File: src/rtl/fpu_pipe_drain_buffer.sv
// fpu_pipe_drain_buffer: valid-shadow tracker and credit-protected result FIFO behind a free-running pipe.
// Define FPU_DRAIN_BYPASS_EN to forward a push straight to the output while the FIFO is empty.
module fpu_pipe_drain_buffer #(
    parameter int DATA_WIDTH = 8,
    parameter int PIPE_LEN   = 1,
    parameter int FIFO_DEPTH = 4
) (
    input  logic                            I_Clk,
    input  logic                            I_Rst,
    input  logic                            I_In_Valid,
    output logic                            O_In_Ready,
    input  logic [DATA_WIDTH-1:0]           I_Pipe_Data,
    output logic                            O_Out_Valid,
    input  logic                            I_Out_Ready,
    output logic [DATA_WIDTH-1:0]           O_Out_Data,
    output logic [$clog2(FIFO_DEPTH+1)-1:0] O_Count,
    output logic [$clog2(PIPE_LEN+1)-1:0]   O_Inflight
);
    localparam int CW = $clog2(FIFO_DEPTH+1);
    localparam int IW = $clog2(PIPE_LEN+1);
    localparam int PW = FIFO_DEPTH > 1 ? $clog2(FIFO_DEPTH) : 1;
    localparam logic [PW-1:0] LAST = PW'(FIFO_DEPTH-1);

    logic [PIPE_LEN-1:0]   v_q, v_d;
    logic [PW-1:0]         wr_ptr_q, wr_ptr_d, rd_ptr_q, rd_ptr_d;
    logic [CW-1:0]         count_q, count_d;
    logic [DATA_WIDTH-1:0] mem_q [FIFO_DEPTH];
    logic [IW-1:0]         inflight;
    logic                  accept, push, wr, pop, byp;

    always_comb begin
        inflight = '0;
        for (int i = 0; i < PIPE_LEN; i++) inflight = inflight + IW'(v_q[i]);
    end

    // Credit counts every in-flight op as already occupying a slot, so pushes can never overflow.
    assign O_In_Ready = (32'(count_q) + 32'(inflight)) < 32'(FIFO_DEPTH);
    assign accept     = I_In_Valid && O_In_Ready;
    assign push       = v_q[PIPE_LEN-1];

`ifdef FPU_DRAIN_BYPASS_EN
    assign byp = push && count_q == '0;
`else
    assign byp = 1'b0;
`endif

    assign O_Out_Valid = count_q != '0 || byp;
    assign O_Out_Data  = byp ? I_Pipe_Data : mem_q[rd_ptr_q];
    assign O_Count     = count_q;
    assign O_Inflight  = inflight;
    assign pop         = I_Out_Ready && count_q != '0;
    assign wr          = push && !(byp && I_Out_Ready);

    always_comb begin
        v_d      = (v_q << 1) | PIPE_LEN'(accept);
        wr_ptr_d = wr ? (wr_ptr_q == LAST ? '0 : wr_ptr_q + 1'b1) : wr_ptr_q;
        rd_ptr_d = pop ? (rd_ptr_q == LAST ? '0 : rd_ptr_q + 1'b1) : rd_ptr_q;
        count_d  = count_q + CW'(wr) - CW'(pop);
    end

    always_ff @(posedge I_Clk or posedge I_Rst) begin
        if (I_Rst) begin
            v_q      <= '0;
            wr_ptr_q <= '0;
            rd_ptr_q <= '0;
            count_q  <= '0;
        end else begin
            v_q      <= v_d;
            wr_ptr_q <= wr_ptr_d;
            rd_ptr_q <= rd_ptr_d;
            count_q  <= count_d;
        end
    end

    always_ff @(posedge I_Clk) begin
        if (wr) mem_q[wr_ptr_q] <= I_Pipe_Data;
    end
endmodule

File: config.mk
export PLATFORM = sky130hd
export DESIGN_NAME = fpu_pipe_drain_buffer
export DESIGN_NICKNAME = d
export VERILOG_FILES = /design/src/rtl/fpu_pipe_drain_buffer.sv
export SDC_FILE = /design/constraint.sdc
export NUM_CORES = 1
export LEC_CHECK = 0
export BUFFER_PORTS_ARGS = -buffer_cell sky130_fd_sc_hd__buf_2
export CORE_MARGIN = 5
export CORE_UTILIZATION = 40
export DETAILED_ROUTE_END_ITERATION = 8
export PLACE_DENSITY = 0.7
export SLEW_MARGIN = 25
export SYNTH_ARGS = -nofsm -noshare
export SYNTH_HDL_FRONTEND = slang
export SYNTH_SLANG_ARGS = --single-unit
File: constraint.sdc
create_clock -name I_Clk -period 2 [get_ports I_Clk]
set_input_delay 0.1 -clock I_Clk [delete_from_list [all_inputs] [get_ports I_Clk]]
set_output_delay 0.1 -clock I_Clk [all_outputs]
set_load 0.02 [all_outputs]
# After elaboration in Yosys (flattened, before gate mapping)
# Memories as Yosys holds them, arrays and structs flattened.
# Cells that the tools add are included.
dict set report op_classes {
  n_reduce_logical 3
  muxes 4
  addsub 5
  n_lt_le_gt_ge 1
  eq_ne 2
}
# op count
set op_table {}
lappend op_table {{$add A2 B1 Y2 const B} 2}
lappend op_table {{$add A3 B1 Y4} 1}
lappend op_table {{$eq A2 B2 Y1 const B} 2}
lappend op_table {{$lt A4 B3 Y1 const B} 1}
lappend op_table {{$mux W2} 2}
lappend op_table {{$add A3 B1 Y3} 1}
lappend op_table {{$reduce_bool A3 Y1} 1}
lappend op_table {{$sub A3 B1 Y3} 1}
lappend op_table {{$logic_and A1 B1 Y1} 2}
lappend op_table {{$mux W1} 2}
dict set report totals {
  mem_bits_rw 32
  out_inout_bits 14
  n_memories 1
  regBits 8
}
# name words width rd rd_ports_with_merged_regs write_ports line
set memory_table {}
lappend memory_table {mem_q 4 8 1 0 1 27} ;# logic [DATA_WIDTH-1:0] mem_q [FIFO_DEPTH];

# Longest topological paths before layout
# Gate-level depths: netlist (run 1).
dict set report logic_depth {
  word_depth 3
  depth_mapped 9
}

# Least setup slack after synthesis (run 1)
# No wires, ideal clock.
dict set report synth_timing {
  path_type {reg-to-reg}
  start {register count_q[1] (netlist: O_Count[1])}
  end {register count_q[2] (netlist: O_Count[2])}
  path_slack_ps -217
  required_ps 1878
  period_less_slack_ps 2217
  stages_incl_launch_ff 10
  setup_ps 122
  t_arrival_ps 2095
  path_cell_list {dfrtp_1 > or3_4 > nand2_4 > inv_1 > ha_1 > inv_1 > ha_1 > inv_1 > fa_1 > xor2_1}
}
dict set report synth_between {
  elab_chain_cells 3
  elab_cells_between_ends 4
  classes_between {add/sub: 2; reduce/logical: 2}
}
# element line
set synth_lines {}
lappend synth_lines {{start: declaration} 26} ;# logic [CW-1:0] count_q, count_d;
lappend synth_lines {{start signal: assignment} 71} ;# count_q <= count_d;
lappend synth_lines {{$reduce_bool A3 Y1} --}
lappend synth_lines {{via O_Out_Valid} 13} ;# output logic O_Out_Valid,
lappend synth_lines {{$logic_and A1 B1 Y1} 51} ;# assign pop = I_Out_Ready && count_q != '0;
lappend synth_lines {{via pop} 29} ;# logic accept, push, wr, pop, byp;
lappend synth_lines {{$sub A3 B1 Y3} 58} ;# count_d = count_q + CW'(wr) - CW'(pop);
lappend synth_lines {{via count_d[2]} 26}
# The timed path passes the listed nets, and every way through them passes these cells.
# A chain may end at the register's enable or synchronous reset.

# Final worst setup path (run 1)
dict set report layout_timing {
  start {register count_q[1] (netlist: O_Count[1])}
  end {register count_q[1] (netlist: O_Count[1])}
}
dict set report layout_between {
  elab_chain_cells 3
  elab_cells_between_ends 4
  classes_between {add/sub: 2; reduce/logical: 2}
}
# element line
set layout_lines {}
lappend layout_lines {{$reduce_bool A3 Y1} 51}
lappend layout_lines {{$logic_and A1 B1 Y1} 51}
lappend layout_lines {{via pop} 29}
lappend layout_lines {{$sub A3 B1 Y3} 58}
lappend layout_lines {{via count_d[1]} 26}
# The timed path passes the listed nets, and every way through them passes these cells.

==> results of run 1 <==
## through the flow
| stage | hold WS, ps | instance area (um^2) | util, % | std cells |
|---|---|---|---|---|
| 2_1_floorplan | -84.5 | 1680 | - | 87 |
| 3_3_place_gp | 61.9 | 1890 | 47.3 | 164 |
| 3_5_place_dp | 70.8 | 1890 | 47.3 | 164 |
| 4_1_cts | 7.57 | 2020 | 50.4 | 173 |
| 5_1_grt | 12.2 | 2020 | 50.5 | 173 |
| 6_report | 17.2 | 2020 | 50.5 | 173 |
## power groups by stage
| stage | sequential (uW) | clock (uW) | combinational, uW |
|---|---|---|---|
| after floorplan | 1270 | 0 | 858 |
| after global placement | 1280 | 0 | 1180 |
| after detailed placement | 1300 | 0 | 1220 |
| after CTS | 1280 | 672 | 1230 |
| after global routing | 1300 | 720 | 1310 |
| final | 1270 | 650 | 1200 |
## flip-flops by register name, summed over array words and instances (netlist names)
| register | count |
|---|---|
| O_Count | 3 |
| mem_q | 32 |
| push | 1 |
| rd_ptr_q | 2 |
| wr_ptr_q | 2 |
## worst paths after layout
check	end	depth (start not counted)	slack [ps]
setup / recovery	O_Count[1]$_DFF_PP0_	9	20
hold reg to reg	wr_ptr_q[1]$_DFFE_PP0P_	2	620
max in group asynchronous	O_Count[0]$_DFF_PP0_	3	1440
hold / removal	push$_DFF_PP0_	2	20
min in group asynchronous	wr_ptr_q[1]$_DFFE_PP0P_	3	300
setup reg to reg	O_Count[1]$_DFF_PP0_	9	20
## layout make-up
class                      instances  area (um^2)  area share [%]
clock buffer                       5         68.8            3.41
clock inverter                     3         47.5            2.36
inverter                           8         30.0            1.49
multi-input combinational         36          472            23.4
sequential                        40         1160            57.7
tap                               50         62.6            3.10
timing repair buffer              31          173            8.56
## cell families after synthesis
family          Yosys count
compound gates            4
xor+xnor                  1
fa+ha+maj                 9
buf+inv                  11
flops                    40
mux                      10
simple gates             12
## timing repair
item / in CTS / in global routing
endpoints found under the setup margin: 0 / 2
hold buffers: 1 / 0
hold endpoints to repair: 8 / 0
gates resized for setup: 0 / 1
## metal layers
layer	up-vias	wire (um)
met4	0	17
met5	-	0
met3	2	145
met2	23	1390
met1	415	1100
li1	396	-
## Yosys cell counts, drive strengths merged, types with 2 or more instances
cell / n / area (um^2)
mux4: 8 / 180
o21ai: 2 / 10.0
dfrtp: 8 / 200
inv: 8 / 30.0
edfxtp: 32 / 961
and2: 5 / 31.3
buf: 2 / 12.5
mux2: 2 / 30.0
nand2: 2 / 15.0
ha: 8 / 100
or3: 3 / 23.8
## worst max-delay path: cells and delay by family (launching register included)
| family | cells | cell delay [ps] |
|---|---|---|
| adders and majority gates | 3 | 830 |
| and+or+nand+nor | 2 | 480 |
| buffers and inverters | 4 | 170 |
| DFF | 1 | 400 |
## cells in the final DEF, fill, tap and decap left out, types with 5 or more instances in the layout
cell type / netlist / layout
and2_1: 5 / 5
edfxtp_1: 32 / 32
dfrtp_1: 8 / 5
buf_2: 1 / 25
mux4_2: 8 / 8
clkbuf_8: 0 / 5
inv_1: 8 / 5
buf_4: 1 / 5
ha_1: 8 / 6
==> flow_metrics.py, run 1 <==
metrics = {
    "place": {
        "port_buffers": 25,
        "place_ws_ps": 25.6,
        "gp_congestion": 0.696,
        "place_hpwl_mm": 1.94,
    },
    "clock_tree": {
        "clkLatencyLatePin_ps": 280,
        "cts_setup_buffers": 0,
        "path_clk_slew_ps": 80,
        "cts.sinks": 40,
        "cts_tree": "built",
        "clock_path_buffers": 2,
        "cts_buffers": 5,
        "cts-htree-levels": 2,
        "cts-root-buf": "clkbuf_8",
    },
    "floorplan": {
        "start_util_pct": 41.3,
        "io-pin-count": 26,
        "die_w_um": 74.3,
        "fp.dieH_um": 74.3,
        "core_um2": 4000,
        "rows": 23,
        "die_area_um2": 5510,
    },
    "synthesis": {
        "synth_ff_type": "edfxtp_1",
        "synth_compound_area_share_pct": 1.52,
        "yosys_warnings": 0,
        "synth_xor_area_share_pct": 0.530,
        "syn_area_um2": 1650,
        "synth_cell_type_count": 21,
        "syn_avg_cell_area_um2": 19.0,
        "synth_fa_ha_area_share_pct": 7.27,
        "synth_cells": 87,
        "synth_nets": 108,
        "ys_seq_area_share_pct": 70.3,
        "synth_top_family_by_area": "multiplexers",
        "synth_edf_count": 32,
        "ys_ff_latch": 40,
        "synth_mux_area_share_pct": 12.7,
        "yosys.area_share.simple_pct": 4.85,
        "async_flop_share_pct": 20.0,
    },
    "routing": {
        "ant_nets": 0,
        "drc_errors": 0,
        "dr.pass1.iters": 4,
        "vias": 836,
        "wl_per_cell_um": 15.3,
        "drtIter0Drc": 59,
        "wl_mm": 2.65,
        "vias_per_cell": 4.83,
    },
    "setup_path": {
        "reg2reg_from": "O_Count[1]$_DFF_PP0_",
        "critPathKind": "reg -> reg",
        "cpPeakStageDelay_ps": 510,
        "critPathRequiredTime_ps": 2180,
        "worst_path_most_repeated_cell": "inv_2",
        "cp-start-kind": "flop",
        "crit_path_cell_trace": "or3_4, nand2_4, inv_2, ha_4, inv_2, ha_4, inv_2, fa_2, inv_1",
        "crit_path_start": "O_Count[1]$_DFF_PP0_",
        "worstPathMaxFanout": 2,
        "end_kind": "flop",
        "arrival_ps": 2160,
        "crit_slowest_cell": "fa_2",
    },
    "global_routing": {
        "grtUsageMet2_pct": 20.3,
        "antenna_found_initial": 0,
        "grt_busiest_layer": "met2",
        "grt_pass1_vias": 951,
        "grt_use_met3_pct": 3.51,
        "gr-usage-met1_pct": 12.2,
        "grt_pass1_wl_mm": 4.38,
        "grt_max_degree": 15,
        "grt_usage_pct": 11.3,
        "gr-total-overflow": 0,
    },
    "pwr": {
        "clockPowerShare_pct": 20.8,
        "power.sequential.fraction_pct": 40.7,
        "p_per_area_nw_per_um2": 1550,
        "switching_share_pct": 34.1,
        "power.internal_uw": 2060,
        "comb_power_share_pct": 38.5,
        "switchingPower_uw": 1070,
        "power.leakage_uw": 0.000781,
        "p_total_uw": 3120,
        "peakVddDrop_mv": 0.860,
    },
    "sta": {
        "final_max_slew_viol_count": 0,
        "min_period_over_period_pct": 98.9,
        "clock.fmax_mhz": 505,
        "relSlewSlack_pct": 70.2,
        "skew_ps": 3.61,
        "final.setup.worst_slack_ps": 21.1,
        "worst_slew_pin_slew_ps": 446,
        "finalHoldViolCount": 0,
        "grt_setup_unrepaired": "true",
        "setup_tns_ps": 0,
        "fin_crit_ps": 1980,
        "setup_viol": 0,
    },
    "run_status": {
        "status": "complete, no violations",
    },
    "min_path": {
        "min_from": "I_In_Valid",
        "hold_path_class": "in -> reg",
    },
    "flow_run": {
        "cap_violations": 0,
    },
    "final_layout": {
        "final_nets": 143,
        "layout-drive-gt1-share_pct": 48.0,
        "num_antenna_cells": 0,
        "syn2layout_area_growth_pct": 22.2,
        "fillers": 330,
    },
}
Note: power is estimated with default switching activity, not from simulation.
==> run 2: changes to the inputs <==
==> constraint.sdc (replaced) <==
create_clock -name I_Clk -period 2 [get_ports I_Clk]
set_input_delay 0.4 -clock I_Clk [delete_from_list [all_inputs] [get_ports I_Clk]]
set_output_delay 0.4 -clock I_Clk [all_outputs]
set_load 0.02 [all_outputs]
==> flow_metrics.py, run 2 (same netlist as run 1, synthesis figures left out) <==
metrics = {
    "pwr": {
        "power.sequential.fraction_pct": 39.3,
        "power.internal_uw": 2040,
        "switchingPower_uw": 1110,
        "comb_power_share_pct": 45.0,
        "p_total_uw": 3140,
        "power.leakage_uw": 0.000791,
        "clockPowerShare_pct": 15.7,
        "peakVddDrop_mv": 0.848,
        "p_per_area_nw_per_um2": 1540,
        "switching_share_pct": 35.2,
    },
    "sta": {
        "min_period_over_period_pct": 100,
        "grt_setup_unrepaired": "true",
        "setup_viol": 0,
        "skew_ps": 3.35,
        "clock.fmax_mhz": 500,
        "finalHoldViolCount": 0,
        "fin_crit_ps": 2000,
        "relSlewSlack_pct": 69.4,
        "final_max_slew_viol_count": 0,
        "worst_slew_pin_slew_ps": 460,
    },
    "place": {
        "gp_congestion": 0.695,
        "place_hpwl_mm": 1.94,
        "place_inst": 166,
        "port_buffers": 25,
    },
    "final_layout": {
        "layout_common_cells": "32 x edfxtp_1, 24 x buf_2, 8 x mux4_2",
        "layout-drive-gt1-share_pct": 50.0,
        "final_nets": 146,
        "top_register": "mem_q",
        "final_util_pct": 51.0,
        "num_antenna_cells": 0,
        "layout.cells.non_filler": 176,
        "layout_commonest_cell": "edfxtp_1",
        "largest_reg_flops": 32,
        "syn2layout_area_growth_pct": 23.4,
    },
    "routing": {
        "ant_nets": 0,
        "drtIter0Drc": 20,
        "vias_per_cell": 4.91,
        "wl_per_cell_um": 15.9,
        "drc_errors": 0,
        "dr.pass1.iters": 4,
        "wl_mm": 2.80,
        "vias": 864,
    },
    "floorplan": {
        "rows": 23,
        "core_um2": 4000,
        "io-pin-count": 26,
        "start_util_pct": 41.3,
        "fp.dieH_um": 74.3,
        "die_w_um": 74.3,
        "die_area_um2": 5510,
    },
    "global_routing": {
        "grt_usage_pct": 11.4,
        "grt_pass1_vias": 959,
        "gr-total-overflow": 0,
        "antenna_found_initial": 0,
        "grt_max_degree": 13,
        "grt_pass1_wl_mm": 4.50,
    },
    "setup_path": {
        "arrival_ps": 2180,
        "worst_path_most_repeated_cell": "inv_2",
        "cp-start-kind": "flop",
        "critPathKind": "reg -> reg",
        "end_kind": "flop",
        "worstPathMaxFanout": 2,
        "critPathRequiredTime_ps": 2180,
        "cpPeakStageDelay_ps": 520,
        "reg2reg_depth": 9,
        "crit_path_cell_trace": "or3_4, nand2_4, inv_2, ha_4, inv_2, ha_4, inv_2, fa_2, inv_2",
        "crit_slowest_cell": "fa_2",
    },
    "clock_tree": {
        "cts-root-buf": "clkbuf_8",
        "cts_buffers": 5,
        "clkLatencyLatePin_ps": 280,
        "clock_path_buffers": 2,
        "cts_tree": "built",
        "cts.sinks": 40,
        "path_clk_slew_ps": 70,
        "cts-htree-levels": 2,
    },
    "min_path": {
        "hold_path_class": "in -> async",
    },
    "run_status": {
        "status": "complete, no violations",
    },
    "flow_run": {
        "cap_violations": 0,
    },
}
==> run 2: cell count changes in the layout (fill, tap and decap cells not counted), moves of 2 or more <==
cell | before | now
buf_4 | 5 | 7
buf_6 | 0 | 2
clkinv_2 | 0 | 2
clkinv_4 | 2 | 0
==> run 2: worst max-delay path, delay by kind of cell (launching register included) <==
family / cells / cell delay, ps
AND/OR/NAND/NOR: 2 / 480
adder cells (fa/ha/maj): 3 / 840
flip-flops: 1 / 410
buffers and inverters: 4 / 170
==> run 2: worst paths after layout <==
path,start,slack [ps],to
max in group asynchronous,I_Rst,1680,O_Count[0]$_DFF_PP0_
hold reg to reg,push$_DFF_PP0_,610,wr_ptr_q[0]$_DFFE_PP0P_
setup reg to reg,O_Count[0]$_DFF_PP0_,0.6,O_Count[1]$_DFF_PP0_
min in group I_Clk,I_In_Valid,320,push$_DFF_PP0_
hold / removal,I_Rst,60,push$_DFF_PP0_
setup / recovery,O_Count[0]$_DFF_PP0_,0.6,O_Count[1]$_DFF_PP0_
==> run 2: repair_timing <==
action / in CTS / in global routing
buffers inserted: 1 / 1
hold buffers: 0 / 0
endpoints found under the setup margin: 1 / 2
resized for setup: 4 / 2
pin swaps: 1 / 1
==> run 2: power by group through the flow <==
stage                     registers, uW  clock network (uW)  logic (uW)
after floorplan                    1270                   0         858
after global placement             1230                   0        1290
after detailed placement           1250                   0        1340
after CTS                          1240                 514        1410
after global routing               1260                 554        1550
final                              1230                 494        1410
==> run 2: metal layers <==
layer / wire, um / vias to the layer above / part of all wire (%) / track usage [%]
li1: - / 402 / - / -
met1: 1130 / 435 / 40 / 12.3
met2: 1500 / 25 / 53 / 20.7
met3: 154 / 2 / 5.5 / 3.78
met4: 17 / 0 / 0.61 / 4.74
met5: 0 / - / 0 / 0
==> run 2: metrics by stage <==
step	hold slack (ps)	instance area, um^2	worst slack, ps	TNS [ps]
final	57.6	2040	0.588	0
after global routing	83.8	2040	-60.3	-103
after CTS	53.6	2030	1.97	0
after detailed placement	368	1920	20.5	0
after global placement	362	1920	84.7	0
after floorplan	216	1680	-97.7	-146
==> run 2: final cells by class <==
| cell class | count | area, um^2 |
|---|---|---|
| Clock buffer | 5 | 68.8 |
| Clock inverter | 3 | 13.8 |
| Fill cell | 330 | 1960 |
| Inverter | 8 | 30.0 |
| Multi-Input combinational cell | 36 | 484 |
| Sequential cell | 40 | 1160 |
| Tap cell | 50 | 62.6 |
| Timing Repair Buffer | 34 | 215 |
